### src/rtl/simplez_core.sv
// Simplez accumulator core: full eight-opcode ISA over a ready-handshaked single-port bus.
// Optional single-step mode (step input, WAIT state) is built when SIMPLEZ_STEP_EN is defined.
module simplez_core #(
  parameter int unsigned AW       = 9,
  parameter int unsigned RESET_PC = 0
) (
  input  logic          clk,
  input  logic          rstn,
`ifdef SIMPLEZ_STEP_EN
  input  logic          step,
`endif
  output logic [AW-1:0] mem_addr,
  output logic          mem_re,
  output logic          mem_we,
  output logic [AW+2:0] mem_wdata,
  input  logic [AW+2:0] mem_rdata,
  input  logic          mem_ready,
  output logic [AW+2:0] ac_out,
  output logic [AW-1:0] pc_out,
  output logic          zflag,
  output logic          stop
);

  localparam int unsigned DW = AW + 3;
  localparam logic [AW-1:0] ResetPc = AW'(RESET_PC);

  typedef enum logic [2:0] {
    OpSt   = 3'd0,
    OpLd   = 3'd1,
    OpAdd  = 3'd2,
    OpBr   = 3'd3,
    OpBz   = 3'd4,
    OpClr  = 3'd5,
    OpDec  = 3'd6,
    OpHalt = 3'd7
  } op_e;

  typedef enum logic [2:0] {
    StFetch,
    StDecode,
    StOper,
`ifdef SIMPLEZ_STEP_EN
    StWait,
`endif
    StHalted
  } state_e;

  // State entered after reset and after every completed instruction.
`ifdef SIMPLEZ_STEP_EN
  localparam state_e StNext = StWait;
`else
  localparam state_e StNext = StFetch;
`endif

  state_e        state_q, state_d;
  logic [AW-1:0] cp_q, cp_d;
  logic [DW-1:0] ri_q, ri_d;
  logic [DW-1:0] ac_q, ac_d;
  logic          z_q, z_d;

  op_e           op;
  logic [AW-1:0] cd;

  assign op = op_e'(ri_q[DW-1:AW]);
  assign cd = ri_q[AW-1:0];

  always_ff @(posedge clk) begin
    if (!rstn) begin
      state_q <= StNext;
      cp_q    <= ResetPc;
      ri_q    <= '0;
      ac_q    <= '0;
      z_q     <= 1'b1;
    end else begin
      state_q <= state_d;
      cp_q    <= cp_d;
      ri_q    <= ri_d;
      ac_q    <= ac_d;
      z_q     <= z_d;
    end
  end

  always_comb begin
    state_d = state_q;
    cp_d    = cp_q;
    ri_d    = ri_q;
    ac_d    = ac_q;
    z_d     = z_q;
    unique case (state_q)
      StFetch: begin
        if (mem_ready) begin
          ri_d    = mem_rdata;
          cp_d    = cp_q + AW'(1);
          state_d = StDecode;
        end
      end
      StDecode: begin
        state_d = StNext;
        unique case (op)
          OpBr: cp_d = cd;
          OpBz: begin
            if (z_q) cp_d = cd;
          end
          OpClr: begin
            ac_d = '0;
            z_d  = 1'b1;
          end
          OpDec: begin
            ac_d = ac_q - DW'(1);
            z_d  = (ac_d == '0);
          end
          OpHalt: state_d = StHalted;
          default: state_d = StOper;
        endcase
      end
      StOper: begin
        if (mem_ready) begin
          state_d = StNext;
          if (op == OpLd) ac_d = mem_rdata;
          if (op == OpAdd) ac_d = ac_q + mem_rdata;
          if (op != OpSt) z_d = (ac_d == '0);
        end
      end
`ifdef SIMPLEZ_STEP_EN
      StWait: begin
        if (step) state_d = StFetch;
      end
`endif
      default: state_d = state_q;
    endcase
  end

  // Strobes are gated by rstn so a reset mid-access drops them in the same cycle.
  always_comb begin
    mem_re   = 1'b0;
    mem_we   = 1'b0;
    mem_addr = cd;
    if (state_q == StFetch) begin
      mem_addr = cp_q;
      mem_re   = rstn;
    end else if (state_q == StOper) begin
      mem_re = rstn && (op != OpSt);
      mem_we = rstn && (op == OpSt);
    end
  end

  assign mem_wdata = ac_q;
  assign ac_out    = ac_q;
  assign pc_out    = cp_q;
  assign zflag     = z_q;
  assign stop      = (state_q == StHalted);

endmodule
### config.mk
export PLATFORM = sky130hd
export DESIGN_NAME = simplez_core
export DESIGN_NICKNAME = d
export VERILOG_FILES = /design/src/rtl/simplez_core.sv
export SDC_FILE = /design/constraint.sdc
export NUM_CORES = 1
export LEC_CHECK = 0
export BUFFER_PORTS_ARGS = -buffer_cell sky130_fd_sc_hd__buf_2
export CAP_MARGIN = 20
export CORE_ASPECT_RATIO = 1.5
export CORE_MARGIN = 5
export CORE_UTILIZATION = 40
export CTS_CLUSTER_DIAMETER = 40
export DETAILED_ROUTE_END_ITERATION = 7
export PLACE_DENSITY = 0.59
export SETUP_SLACK_MARGIN = 0.3
export SKIP_CTS_REPAIR_TIMING = 1
export SYNTH_ARGS = -nofsm -noshare
export SYNTH_HDL_FRONTEND = slang
export SYNTH_SLANG_ARGS = --single-unit
### constraint.sdc
create_clock -name clk -period 2.5 [get_ports clk]
set_clock_uncertainty 0.15 [all_clocks]
set_input_delay 0.25 -clock clk [delete_from_list [all_inputs] [get_ports clk]]
set_output_delay 0.25 -clock clk [all_outputs]
set_load 0.02 [all_outputs]
=== Word-level counts from Yosys, hierarchy flattened ===
Index checks and enable logic that the tools add are counted.

* Word-level logic and storage cells: 64
* Bits of input ports: 15
* Output and inout port bits: 46
* Register bits: 37

* $add $sub $neg: 3
* Mux-type cells: 24
* Reductions and logical operators: 16
* Equal/unequal tests: 16

{| class="wikitable"
|+ Operator list
! cell !! count
|-
| $mux W12 || 5
|-
| $pmux W12 S2 || 2
|-
| $pmux W9 S2 || 2
|-
| $mux W9 || 3
|-
| $logic_not A12 Y1 || 2
|-
| $add A12 B12 Y12 || 1
|-
| $eq A3 B2 Y1 const B || 4
|-
| $eq A3 B3 Y1 const B || 4
|-
| $sub A12 B1 Y12 const B || 1
|-
| $add A9 B1 Y9 const B || 1
|-
| $pmux W3 S3 || 1
|-
| $reduce_and A4 Y1 || 2
|-
| $eq A3 B1 Y1 const B || 2
|-
| $logic_not A3 Y1 || 2
|-
| $mux W1 || 6
|-
| $mux W3 || 2
|-
| $ne A2 B2 Y1 const B || 3
|-
| $reduce_and A3 Y1 || 2
|-
| $reduce_bool A3 Y1 || 2
|-
| $pmux W1 S2 || 2
|-
| $pmux W2 S2 || 1
|-
| $reduce_bool A2 Y1 || 2
|-
| $reduce_or A4 Y1 || 1
|-
| $ne A3 B1 Y1 const B || 1
|-
| 4 further kinds || 5
|}

=== Longest topological paths before layout ===
* Depth in word-level cells: 9
* Depth in mapped cells: 9
* Mapped depth without buffers: 9

=== Worst setup path after synthesis ===
Ideal clock, no wire load.

* Kind: reg-to-reg
* From: register ac_q[0], in the netlist ac_out[0]
* To: register z_q, in the netlist zflag
* Path slack: -0.251 ns
* Data arrival time: 2.506 ns
* Cell stages (with the launch flop): 10
* Path buffers: 0
* Setup time: 0.096 ns
* Clock period less this slack: 2.751 ns
* Required time: 2.254 ns
* Path through: dfxtp_1 -> ha_1 -> fa_1 -> xnor2_1 -> nand2_1 -> a2111oi_0 -> or4b_1 -> nor3_2 -> nand4_1 -> o41ai_2

* Word-level cells in the longest chain between the ends: 8
* Elaborated cells on any way between the ends: 12
* Classes of those cells: add/sub: 2; mux: 8; reduce/logical: 2

{| class="wikitable"
|+ RTL lines
! what !! RTL line !! text
|-
| from (decl) || 58 || <nowiki>logic [DW-1:0] ac_q, ac_d;</nowiki>
|-
| from (signal assigned) || 72 || <nowiki>ac_q <= '0;</nowiki>
|-
| from (signal assigned) || 78 || <nowiki>ac_q <= ac_d;</nowiki>
|-
| $add A12 B12 Y12 / $mux W12 (equally long branches) || 120, 119 ||
|-
| $mux W12 || 120 || <nowiki>if (op == OpAdd) ac_d = ac_q + mem_rdata;</nowiki>
|-
| $mux W12 || 117 || <nowiki>if (mem_ready) begin</nowiki>
|-
| $mux W12 || 89 || <nowiki>unique case (state_q)</nowiki>
|-
| $logic_not A12 Y1 || 121 || <nowiki>if (op != OpSt) z_d = (ac_d == '0);</nowiki>
|-
| $mux W1 || 121 ||
|-
| $mux W1 || 117 ||
|-
| $pmux W1 S2 (*) || 89 ||
|-
| to (signal assigned) || 79 || <nowiki>z_q <= z_d;</nowiki>
|-
| to (decl) || 59 || <nowiki>logic z_q, z_d;</nowiki>
|}

Every way passes the cells marked *; elsewhere a longest branch is shown, timed or not. The select of a mux whose other input is x is not followed.
A chain may end at the register's enable or synchronous reset.

=== Worst setup path after layout ===
Ends and elaborated chain as after synthesis.

==> flow_metrics.env <==
export IMPL_pwr_share_seq=0.293
export IMPL_synthToLayoutAreaGrowth_pct=30.7
export IMPL_vias=3450
export IMPL_status="complete, but fails checks"
export IMPL_grt_antenna_before_repair=0
export IMPL_min_period_over_period=1.10
export IMPL_fraction_of_final_layout_cells_with_drive_strength_greater_than_1=0.335
export IMPL_synth_seq_area_share=0.224
export IMPL_fin_setup_tns_ns=-0.414
export IMPL_power_combinational_fraction=0.380
export IMPL_boundaryPins=61
export IMPL_detail_route_first_pass_iterations=4
export IMPL_setup_viol_count_final=3
export IMPL_clock_tree_from_tritoncts="yes"
export IMPL_floorplan_die_height_um=120
export IMPL_post_drt_wl_per_cell_um=16.8
export IMPL_design_final_nets=547
export IMPL_power_density_nw_per_um2=529
export IMPL_startpoint_type="flip-flop"
export IMPL_post_place_ws_ns=-0.322
export IMPL_max_cap_violations=0
export IMPL_fmax_ghz=0.365
export IMPL_placement_io_buffers=60
export IMPL_timing_slew_headroom=0.641
export IMPL_hold_path_class="input port to flip-flop"
export IMPL_deepest_clock_path_buffer_count=2
export IMPL_placedInstanceArea_um2=3930
export IMPL_initialDrtViolationCount=155
export IMPL_die_width_um=83.3
export IMPL_violations="setup timing"
export IMPL_p_clk_frac=0.327
export IMPL_placeableCoreArea_um2=7960
export IMPL_r2r_slack_ns=-0.24
export IMPL_synth_seq_cells=36
export IMPL_groute_usage_overall=0.204
export IMPL_synthesis_yosys_warnings=0
export IMPL_synth_enable_flop_cells=0
export IMPL_maximum_fanout_encountered_on_the_critical_timing_path=2
export IMPL_end_kind="flip-flop"
export IMPL_drt_antenna_violating_nets=0
export IMPL_rows=40
export IMPL_switching_share=0.355
export IMPL_layout_min_cycle_time_ns=2.74
export IMPL_numCtsBuffers=5
export IMPL_via_count_of_the_first_global_routing_pass=3376
export IMPL_detailed_place_hpwl_mm=8.07
export IMPL_clk_latency_ns=0.28
export IMPL_timing_worst_setup_path_type="flip-flop to flip-flop"
export IMPL_syn_avg_cell_area_um2=7.59
export IMPL_grt_setup_unrepaired="true"
export IMPL_cp_arrival_ns=2.78
export IMPL_initial_core_util=0.405
export IMPL_final_core_utilization=0.529
export IMPL_slew_violations=0
export IMPL_grt_pass1_wl_mm=16.6
export IMPL_fp_dieArea_um2=9990
export IMPL_cts_root_buffer="clkbuf_16"
export IMPL_async_reset_ff_frac=0
export IMPL_maximum_number_of_pins_on_one_net_before_global_route_repair=23
export IMPL_timing_hold_ws_ns=0.109
export IMPL_diodes=0
export IMPL_finalWirelength_mm=10.4
export IMPL_final_cell_area_um2=4210
export IMPL_worst_pin_slew_ns=0.533
export IMPL_finalHoldViolCount=0
export IMPL_syn_area_um2=3220
export IMPL_syn_instance_count=425
export IMPL_synth_net_count=459
export IMPL_leakagePower_uw=0.00192
export IMPL_clock_tree_htree_level_count=2
export IMPL_cell_internal_pwr_uw=1440
export IMPL_critPathRequiredTime_ns=2.54
export IMPL_synth_flop_cell="dfxtp_1"
export IMPL_num_fill_cells=785
export IMPL_route_detailed_vias_per_inst=5.57
export IMPL_tritoncts_num_sinks=36
export IMPL_p_sw_uw=791
export IMPL_synth_distinct_cells=71
export IMPL_peakVddDrop_uv=246
export IMPL_globalplace_congestion=0.975
export IMPL_detail_route_drc_violations=0
export IMPL_path_clk_slew_ns=0.06
export IMPL_overflow=0
export IMPL_worst_slack_ns=-0.242
[per-stage QoR]
stage	power, uW	std cells
2_1_floorplan	1200	425
3_3_place_gp	1460	607
3_5_place_dp	1470	607
4_1_cts	2200	615
5_1_grt	2350	619
6_report	2230	619
[cell usage after synthesis (all sizes together), types with 5 or more instances]
master | count | area share
nand3 | 16 | 0.025
clkbuf | 17 | 0.020
ha | 18 | 0.070
nand2 | 54 | 0.063
nor4 | 5 | 0.0097
mux2 | 9 | 0.031
a21boi | 18 | 0.042
xor2 | 6 | 0.016
mux2i | 10 | 0.031
dfxtp | 36 | 0.22
o211ai | 7 | 0.018
a21oi | 31 | 0.048
buf | 18 | 0.043
o21ai | 31 | 0.048
inv | 15 | 0.017
o211a | 8 | 0.025
nor2 | 29 | 0.034
and2 | 5 | 0.0097
nor3 | 13 | 0.022
[worst paths after layout]
path             end  depth (start not counted)          from
max reg2reg    zflag                          9     ac_out[0]
max            zflag                          9     ac_out[0]
min          ri_q[9]                          3  mem_rdata[9]
min reg2reg  ri_q[4]                          2       ri_q[4]
[layout make-up]
type / instances / area [um^2] / area share
clock buffer: 6 / 129 / 0.0306
clock inverter: 2 / 35.0 / 0.00832
inverter: 15 / 56.3 / 0.0134
multi-input combinational: 339 / 2390 / 0.567
sequential: 36 / 739 / 0.176
tap: 105 / 131 / 0.0312
timing repair buffer: 116 / 732 / 0.174
[routing by layer]
layer | GRT usage | vias to the layer above | wire [um]
met5 | 0 | - | 0
met4 | 0.0777 | 0 | 264
met3 | 0.0288 | 22 | 425
met2 | 0.397 | 90 | 5690
met1 | 0.219 | 1616 | 4000
li1 | - | 1722 | -
[registers in the layout, summed over array words and instances, names as in the netlist]
register / cells
ac_out: 12
ri_q: 12
zflag: 1
state_q: 2
pc_out: 9
[power groups by stage]
stage | sequential [uW] | clock, uW | combinational (uW)
floorplan | 701 | 0 | 502
global route | 660 | 764 | 930
CTS | 653 | 740 | 808
finish | 653 | 730 | 846
detailed placement | 665 | 0 | 803
global placement | 663 | 0 | 795
[cell families after synthesis]
logic type                 Yosys count  synth area share
adders and majority gates           19            0.0761
DFF                                 36             0.224
and+or+nand+nor                    159             0.251
muxes                               19            0.0625
xor gates and xnor gates            10            0.0272
buffers and inverters               50            0.0799
AOI/OAI and AO/OA                  132             0.279
[worst max-delay path, stage by stage (launching register included)]
cell	delay, ns
dfxtp_4	0.35
ha_4	0.16
fa_2	0.34
xnor2_1	0.21
nand2_1	0.12
a2111oi_2	0.32
or4b_1	0.49
nor3_2	0.13
nand4_1	0.14
o41ai_2	0.23
[placed cells by master, fill, tap and decap left out, types with 14 or more instances in the layout]
| cell | instances |
|---|---|
| buf_2 | 60 |
| nand2_1 | 54 |
| nor2_1 | 29 |
| o21ai_0 | 25 |
| a21oi_1 | 27 |
| dfxtp_1 | 29 |
| a21boi_0 | 16 |
| buf_4 | 53 |
| inv_1 | 14 |
| nand3_1 | 16 |
Note: power is estimated with default switching activity, not from simulation.
